[config.mk]
export PLATFORM = sky130hd
export DESIGN_NAME = fns_dec_serial_flat
export DESIGN_NICKNAME = d
export VERILOG_FILES = /design/src/rtl/fns_dec_serial_pkg.sv /design/src/rtl/fns_dec_serial_if.sv /design/src/rtl/fns_weight_gen.sv /design/src/rtl/fns_dec_serial.sv /design/src/flat_wrapper.sv
export SDC_FILE = /design/constraint.sdc
export NUM_CORES = 1
export LEC_CHECK = 0
export ABC_CLOCK_PERIOD_IN_PS = 3000
export BUFFER_PORTS_ARGS = -buffer_cell sky130_fd_sc_hd__buf_2
export CORE_MARGIN = 8
export CORE_UTILIZATION = 45
export CTS_CLUSTER_SIZE = 8
export DETAILED_ROUTE_END_ITERATION = 12
export MAX_ROUTING_LAYER = met4
export PLACE_DENSITY = 0.81
export SYNTH_ARGS = -nofsm -noshare
export SYNTH_HDL_FRONTEND = slang
export SYNTH_SLANG_ARGS = --single-unit
[constraint.sdc]
create_clock -name clk -period 3 [get_ports clk]
set_input_delay 0.6 -clock clk [delete_from_list [all_inputs] [get_ports clk]]
set_output_delay 0.6 -clock clk [all_outputs]
set_load 0.005 [all_outputs]
[src/rtl/fns_dec_serial_pkg.sv]
// Shared definitions for the Fibonacci-numeral-system serial codec blocks.
// Holds the FSM state encoding, the default widths and the standard FNS seeds.
package fns_pkg;

    localparam int FNS_CW_W   = 6;
    localparam int FNS_DATA_W = 8;

    // Standard FNS starts the weight sequence at 1, 1
    localparam int FNS_SEED0 = 1;
    localparam int FNS_SEED1 = 1;

    typedef enum logic [1:0] {
        ST_IDLE = 2'd0,
        ST_RUN  = 2'd1,
        ST_DONE = 2'd2
    } fns_state_e;

endpackage

[src/rtl/fns_dec_serial_if.sv]
// Handshake bundle between the codeword register, the serial FNS decoder
// and the data reassembly stage. The master side supplies codewords and
// consumes results; the slave side is the decoder itself.
interface fns_dec_serial_if
    import fns_pkg::*;
#(
    parameter int CW_W   = FNS_CW_W,
    parameter int DATA_W = FNS_DATA_W
);

    logic              in_valid;
    logic              in_ready;
    logic [CW_W-1:0]   codein;
    logic [CW_W-1:0]   en_flag;
    logic [DATA_W-1:0] w0_i;
    logic [DATA_W-1:0] w1_i;
    logic              out_valid;
    logic              out_ready;
    logic [DATA_W-1:0] dataout;
    logic              busy;
    logic              err_o;

    modport master (
        output in_valid, codein, en_flag, w0_i, w1_i, out_ready,
        input  in_ready, out_valid, dataout, busy, err_o
    );

    modport slave (
        input  in_valid, codein, en_flag, w0_i, w1_i, out_ready,
        output in_ready, out_valid, dataout, busy, err_o
    );

endinterface

[src/rtl/fns_weight_gen.sv]
// Running FNS weight generator. Holds the pair (wa, wb) = (W[k], W[k+1]);
// load seeds the pair, step advances it by one position of the recurrence.
// Shared between the serial decoder and the serial encoder.
module fns_weight_gen #(
    parameter int DATA_W = 8
) (
    input  logic              clk,
    input  logic              rst_n,
    input  logic              load,
    input  logic              step,
    input  logic [DATA_W-1:0] w0,
    input  logic [DATA_W-1:0] w1,
    output logic [DATA_W-1:0] weight
);

    logic [DATA_W-1:0] wa_q;
    logic [DATA_W-1:0] wb_q;

    // Seed the pair on load, otherwise slide it along W[k]=W[k-1]+W[k-2] (wraps mod 2^DATA_W)
    always_ff @(posedge clk or negedge rst_n) begin
        if (!rst_n) begin
            wa_q <= '0;
            wb_q <= '0;
        end else if (load) begin
            wa_q <= w0;
            wb_q <= w1;
        end else if (step) begin
            wa_q <= wb_q;
            wb_q <= wa_q + wb_q;
        end
    end

    assign weight = wa_q;

endmodule

[src/rtl/fns_dec_serial.sv]
// Bit-serial decoder for Fibonacci-numeral-system CAC codewords.
// Processes one codeword bit per cycle, LSB first, adding the current FNS
// weight for every enabled set bit. Weights come from programmable seeds.
// Optional feature macro: FNS_DEC_CHK_EN -- when defined, err_o flags any
// codeword with two adjacent effective ones (non-canonical FNS form).
module fns_dec_serial
    import fns_pkg::*;
#(
    parameter int CW_W   = FNS_CW_W,
    parameter int DATA_W = FNS_DATA_W,
    parameter int CNT_W  = $clog2(CW_W)
) (
    input  logic           clk,
    input  logic           rst_n,
    fns_dec_serial_if.slave bus
);

    fns_state_e        state_q;
    fns_state_e        state_next;

    logic [CW_W-1:0]   code_q;
    logic [DATA_W-1:0] acc_q;
    logic [CNT_W-1:0]  idx_q;
    logic [DATA_W-1:0] dataout_q;

    logic              in_ready_c;
    logic              accept;
    logic              running;
    logic              cur_bit;
    logic              last_bit;
    logic [DATA_W-1:0] weight;
    logic [DATA_W-1:0] sum_next;

    // State register
    always_ff @(posedge clk or negedge rst_n) begin
        if (!rst_n) begin
            state_q <= ST_IDLE;
        end else begin
            state_q <= state_next;
        end
    end

    // Next-state and handshake decode; DONE can hand straight over to a new bundle
    always_comb begin
        state_next = state_q;
        in_ready_c = 1'b0;
        case (state_q)
            ST_IDLE: begin
                in_ready_c = 1'b1;
                if (bus.in_valid) begin
                    state_next = ST_RUN;
                end
            end
            ST_RUN: begin
                if (last_bit) begin
                    state_next = ST_DONE;
                end
            end
            ST_DONE: begin
                in_ready_c = bus.out_ready;
                if (bus.out_ready) begin
                    state_next = bus.in_valid ? ST_RUN : ST_IDLE;
                end
            end
            default: begin
                state_next = ST_IDLE;
            end
        endcase
    end

    assign accept    = in_ready_c & bus.in_valid;
    assign running   = (state_q == ST_RUN);
    assign cur_bit   = code_q[idx_q];
    assign last_bit  = running && (idx_q == CNT_W'(CW_W - 1));
    assign sum_next  = acc_q + (cur_bit ? weight : '0);

    fns_weight_gen #(
        .DATA_W (DATA_W)
    ) u_weight_gen (
        .clk    (clk),
        .rst_n  (rst_n),
        .load   (accept),
        .step   (running),
        .w0     (bus.w0_i),
        .w1     (bus.w1_i),
        .weight (weight)
    );

    // Capture the masked codeword on acceptance, then accumulate one bit per RUN cycle
    always_ff @(posedge clk or negedge rst_n) begin
        if (!rst_n) begin
            code_q    <= '0;
            acc_q     <= '0;
            idx_q     <= '0;
            dataout_q <= '0;
        end else if (accept) begin
            code_q <= bus.codein & bus.en_flag;
            acc_q  <= '0;
            idx_q  <= '0;
        end else if (running) begin
            acc_q <= sum_next;
            idx_q <= idx_q + CNT_W'(1);
            if (last_bit) begin
                dataout_q <= sum_next;
            end
        end
    end

`ifdef FNS_DEC_CHK_EN
    logic prev_q;
    logic err_acc_q;
    logic err_q;
    logic err_next;

    assign err_next = err_acc_q | (prev_q & cur_bit);

    // Track the previous effective bit and latch the adjacency error alongside dataout
    always_ff @(posedge clk or negedge rst_n) begin
        if (!rst_n) begin
            prev_q    <= 1'b0;
            err_acc_q <= 1'b0;
            err_q     <= 1'b0;
        end else if (accept) begin
            prev_q    <= 1'b0;
            err_acc_q <= 1'b0;
        end else if (running) begin
            prev_q    <= cur_bit;
            err_acc_q <= err_next;
            if (last_bit) begin
                err_q <= err_next;
            end
        end
    end

    assign bus.err_o = err_q;
`else
    assign bus.err_o = 1'b0;
`endif

    assign bus.in_ready  = in_ready_c;
    assign bus.out_valid = (state_q == ST_DONE);
    assign bus.busy      = (state_q != ST_IDLE);
    assign bus.dataout   = dataout_q;

endmodule

[src/flat_wrapper.sv]
// flat-port wrapper written by rule: the top's interface ports become plain ports
module fns_dec_serial_flat import fns_pkg::*;
#(
    parameter int CW_W   = FNS_CW_W,
    parameter int DATA_W = FNS_DATA_W,
    parameter int CNT_W  = $clog2(CW_W)
)
  (clk, rst_n, bus_in_valid, bus_codein, bus_en_flag, bus_w0_i, bus_w1_i, bus_out_ready, bus_in_ready, bus_out_valid, bus_dataout, bus_busy, bus_err_o);
  fns_dec_serial_if #(.CW_W(CW_W), .DATA_W(DATA_W)) bus_i ();
  input  logic clk;
  input  logic rst_n;
  input wire logic [$bits(bus_i.in_valid)-1:0] bus_in_valid;
  input wire logic [$bits(bus_i.codein)-1:0] bus_codein;
  input wire logic [$bits(bus_i.en_flag)-1:0] bus_en_flag;
  input wire logic [$bits(bus_i.w0_i)-1:0] bus_w0_i;
  input wire logic [$bits(bus_i.w1_i)-1:0] bus_w1_i;
  input wire logic [$bits(bus_i.out_ready)-1:0] bus_out_ready;
  output wire logic [$bits(bus_i.in_ready)-1:0] bus_in_ready;
  output wire logic [$bits(bus_i.out_valid)-1:0] bus_out_valid;
  output wire logic [$bits(bus_i.dataout)-1:0] bus_dataout;
  output wire logic [$bits(bus_i.busy)-1:0] bus_busy;
  output wire logic [$bits(bus_i.err_o)-1:0] bus_err_o;
  assign bus_i.in_valid = bus_in_valid;
  assign bus_i.codein = bus_codein;
  assign bus_i.en_flag = bus_en_flag;
  assign bus_i.w0_i = bus_w0_i;
  assign bus_i.w1_i = bus_w1_i;
  assign bus_i.out_ready = bus_out_ready;
  assign bus_in_ready = bus_i.in_ready;
  assign bus_out_valid = bus_i.out_valid;
  assign bus_dataout = bus_i.dataout;
  assign bus_busy = bus_i.busy;
  assign bus_err_o = bus_i.err_o;
  fns_dec_serial #(.CW_W(CW_W), .DATA_W(DATA_W), .CNT_W(CNT_W)) u_core (.clk(clk), .rst_n(rst_n), .bus(bus_i));
endmodule
==> flow_results.xml <==
<?xml version="1.0" encoding="UTF-8"?>
<metrics>
  <group name="outcome">
    <metric name="result_of_the_run" unit="">finished clean</metric>
  </group>
  <group name="sta">
    <metric name="final_period_minus_worst_setup_slack" unit="ns">2.98</metric>
    <metric name="final-setup-viol-count" unit="">0</metric>
    <metric name="relSlewSlack" unit="%">37.1</metric>
    <metric name="layout_setup_ws" unit="ns">0.0250</metric>
    <metric name="worst-slew-pin-transition" unit="ns">0.944</metric>
    <metric name="hold-worst-slack" unit="ns">0.448</metric>
    <metric name="worst_case_clock_skew" unit="ns">0.00608</metric>
    <metric name="max_freq" unit="GHz">0.336</metric>
    <metric name="post-route-period-util" unit="%">99.2</metric>
    <metric name="grt_setup_unrepaired" unit="">true</metric>
    <metric name="hold_violations" unit="">0</metric>
    <metric name="final_max_slew_viol_count" unit="">0</metric>
  </group>
  <group name="route">
    <metric name="dr_total_vias" unit="">2039</metric>
    <metric name="post_drt_wl_per_cell" unit="um">15.2</metric>
    <metric name="first_pass_iters" unit="">4</metric>
    <metric name="via_density_per_instance" unit="">5.37</metric>
    <metric name="postRouteAntennaNets" unit="">0</metric>
    <metric name="post-route-drc-count" unit="">0</metric>
    <metric name="wirelength" unit="um">5790</metric>
    <metric name="drt_first_iter_violations" unit="">91</metric>
  </group>
  <group name="floorplanning">
    <metric name="fp.dieH" unit="um">89.6</metric>
    <metric name="io_pins" unit="">44</metric>
    <metric name="dieArea" unit="um2">8030</metric>
    <metric name="initial_core_utilization" unit="%">45.4</metric>
    <metric name="core_area" unit="um2">5370</metric>
    <metric name="core.rowCount" unit="">27</metric>
    <metric name="die-width" unit="um">89.6</metric>
  </group>
  <group name="synthesis">
    <metric name="yosys_register_bits" unit="">43</metric>
    <metric name="synth_cell_types" unit="">44</metric>
    <metric name="yosysTopAreaCellShare" unit="%">44.1</metric>
    <metric name="postSynth.asyncResetShare" unit="%">100</metric>
    <metric name="synth_top_cells_by_area" unit="">sky130_fd_sc_hd__dfrtp_1 (44%), sky130_fd_sc_hd__ha_1 (8.2%), sky130_fd_sc_hd__nand2_1 (7.5%)</metric>
    <metric name="synth-main-ff-cell" unit="">sky130_fd_sc_hd__dfrtp_1</metric>
    <metric name="yosys_warns" unit="">0</metric>
    <metric name="synth.top_cells.by_count" unit="">sky130_fd_sc_hd__nand2_1 (49), sky130_fd_sc_hd__dfrtp_1 (43), sky130_fd_sc_hd__o21ai_0 (26)</metric>
    <metric name="ys_seq_area_share" unit="%">44.1</metric>
    <metric name="syn-mean-instance-area" unit="um2">9.42</metric>
    <metric name="gate_count_of_the_mapped_netlist" unit="">259</metric>
    <metric name="post-synth-top-count-cell" unit="">sky130_fd_sc_hd__nand2_1</metric>
    <metric name="yosysTopAreaCell" unit="">sky130_fd_sc_hd__dfrtp_1</metric>
    <metric name="synth_nets" unit="">309</metric>
    <metric name="syn-cell-area" unit="um2">2440</metric>
    <metric name="post_synth_edffs" unit="">0</metric>
  </group>
  <group name="power_and_ir_drop">
    <metric name="leakage" unit="nW">1.41</metric>
    <metric name="power_per_unit_of_standard_cell_area" unit="nW/um2">1150</metric>
    <metric name="irDropWorstVdd" unit="mV">0.640</metric>
  </group>
  <group name="clock_tree">
    <metric name="h_tree_levels" unit="">2</metric>
    <metric name="largest_buffer_count_on_any_clock_path" unit="">2</metric>
    <metric name="clock_insertion_delay_worst_skew" unit="ns">0.30</metric>
    <metric name="tritoncts" unit="">yes</metric>
    <metric name="tritoncts_num_sinks" unit="">43</metric>
    <metric name="clockRootBuffer" unit="">sky130_fd_sc_hd__clkbuf_8</metric>
    <metric name="cts_hold_buf" unit="">0</metric>
    <metric name="clk_transition_reported_paths" unit="ns">0.08</metric>
    <metric name="numCtsBuffers" unit="">5</metric>
  </group>
  <group name="layout">
    <metric name="insertedDiodeCount" unit="">0</metric>
    <metric name="area_growth" unit="%">19.9</metric>
    <metric name="fraction_of_layout_cells_with_a_size_suffix_above_1" unit="%">26.9</metric>
    <metric name="filler_cell_count" unit="">496</metric>
    <metric name="num-nets-final" unit="">357</metric>
    <metric name="final_cells" unit="">380</metric>
  </group>
  <group name="global_route">
    <metric name="grt_util_all_layers" unit="%">16.0</metric>
    <metric name="grt_first_pass_wirelength" unit="um">9580</metric>
    <metric name="grt.overflow.total" unit="">0</metric>
    <metric name="pin_count_of_the_biggest_net_entering_global_routing" unit="">44</metric>
    <metric name="via_count_of_the_first_global_routing_pass" unit="">2077</metric>
    <metric name="antenna_found_initial" unit="">0</metric>
  </group>
  <group name="placed_design">
    <metric name="placement.setup.worst_slack" unit="ns">-0.00996</metric>
    <metric name="numPlacedInstances" unit="">366</metric>
    <metric name="routabilityCongestion" unit="">0.906</metric>
    <metric name="port-buffer-count" unit="">42</metric>
    <metric name="place.detailed.hpwl" unit="um">4250</metric>
  </group>
  <group name="hold_path">
    <metric name="hold_class" unit="">primary input to asynchronous set/reset pin</metric>
  </group>
  <group name="worst_setup_path">
    <metric name="critPathLaunch" unit="">u_core.idx_q[0]$_DFFE_PN0P_</metric>
    <metric name="crit_type" unit="">register to register</metric>
    <metric name="endpoint_kind" unit="">register</metric>
    <metric name="r2r_path_start" unit="">u_core.idx_q[0]$_DFFE_PN0P_</metric>
    <metric name="crit_path_end" unit="">u_core.acc_q[6]$_DFFE_PN0P_</metric>
    <metric name="reg2reg_setup_slack" unit="ns">0.02</metric>
    <metric name="timing.critical_path.arrival" unit="ns">3.13</metric>
    <metric name="rr_worst_depth" unit="">12</metric>
    <metric name="path_cells" unit="">mux4_2, and2_4, or2_4, and2_4, ha_4, fa_2, a21o_1, a21oi_2, o21bai_1, a21oi_2, xor2_1, o21ai_1</metric>
    <metric name="critPathMaxStageDelay" unit="ns">0.50</metric>
    <metric name="cp_data_required_time" unit="ns">3.15</metric>
    <metric name="critical_path_peak_fanout" unit="">7</metric>
    <metric name="crit_path_top_delay_cell" unit="">sky130_fd_sc_hd__mux4_2</metric>
    <metric name="rr_endpoint" unit="">u_core.acc_q[6]$_DFFE_PN0P_</metric>
    <metric name="worstSetupStartpointType" unit="">register</metric>
  </group>
  <group name="job">
    <metric name="max_cap_violations" unit="">0</metric>
  </group>
</metrics>
## layer usage
metal,track usage [%],share of wire (%),up-vias
li1,-,-,1001
met4,4.98,1.3,0
met2,26.7,49,56
met1,18.9,44,975
met5,-,0,-
met3,3.37,5.6,7
## cell families (layout without fill, tap and decap cells)
family	after synthesis	count (layout)	synth area share [%]
compound gates	65	65	17.8
xor+xnor	10	10	3.90
fa+ha+maj	18	18	9.85
buf+inv	21	70	3.44
flops	43	43	44.1
mux	5	5	2.72
other cells	1	1	0.154
simple gates	96	96	18.1
## worst max-delay path: cells and delay by family (launching register included)
family                     cells  cell delay, ns
AOI/OAI and AO/OA              5            0.70
adders and majority gates      2            0.50
and+or+nand+nor                3            0.57
DFF                            1            0.37
muxes                          1            0.50
xor gates and xnor gates       1            0.19
## per-stage QoR
stage	util (%)	setup TNS, ns	cell area, um2	power (mW)
floorplan	-	0	2460	2.41
global placement	51.1	0	2750	2.80
detailed placement	51.1	-0.0179	2750	2.90
CTS	53.6	0	2880	3.32
global route	54.5	-0.380	2930	3.70
finish	54.5	0	2930	3.37
## where the power goes
group	internal (mW)	switching, mW
registers	0.871	0.225
clock network	0.159	0.195
logic	0.883	1.03
total	1.91	1.45
## flip-flops by register name, indices dropped and copies added, names as in the netlist
signal and flops:
u_core.bus.dataout 8, u_core.acc_q 8, u_core.u_weight_gen.weight 8, u_core.state_q 2
u_core.code_q 6, u_core.u_weight_gen.wb_q 8, u_core.idx_q 3
## worst min-delay path by stage
stage | to | slack [ns] | cells past startpoint
after floorplan | u_core.acc_q[0]$_DFFE_PN0P_ | 0.30 | 0
after global placement | u_core.code_q[5]$_DFFE_PN0P_ | 0.45 | 2
after detailed placement | u_core.code_q[0]$_DFFE_PN0P_ | 0.46 | 2
after CTS | u_core.code_q[0]$_DFFE_PN0P_ | 0.47 | 2
after global routing | u_core.bus.dataout[4]$_DFFE_PN0P_ | 0.50 | 2
final | u_core.code_q[0]$_DFFE_PN0P_ | 0.45 | 1
## what timing repair did
item / 4_1_cts / 5_1_grt
pin swaps: 8 / 10
setup endpoints to repair: 3 / 8
gates resized for setup: 6 / 6
gates cloned: 0 / 0
setup buffers: 3 / 3
## cell type report
type	count	area (um2)	share of cell area [%]
clock buffer	5	68.8	2.35
timing repair buffer	53	293	10.0
sequential	43	1080	36.8
inverter	9	33.8	1.15
tap	72	90.1	3.08
multi-input combinational	195	1350	46.1
clock inverter	3	15.0	0.513
## cell usage in the layout (no fill, tap or decap), types with 6 or more instances in the layout
cell type | synthesis | layout
sky130_fd_sc_hd__a22oi_1 | 11 | 11
sky130_fd_sc_hd__and2_1 | 8 | 6
sky130_fd_sc_hd__buf_2 | 1 | 42
sky130_fd_sc_hd__buf_4 | 1 | 11
sky130_fd_sc_hd__dfrtp_1 | 43 | 43
sky130_fd_sc_hd__ha_1 | 16 | 12
sky130_fd_sc_hd__inv_1 | 9 | 9
sky130_fd_sc_hd__nand2_1 | 49 | 49
sky130_fd_sc_hd__nand3_1 | 15 | 15
sky130_fd_sc_hd__nor2_1 | 8 | 7
sky130_fd_sc_hd__o21ai_0 | 26 | 24
sky130_fd_sc_hd__xor2_1 | 6 | 6
Note: power is estimated with default switching activity, not from simulation.
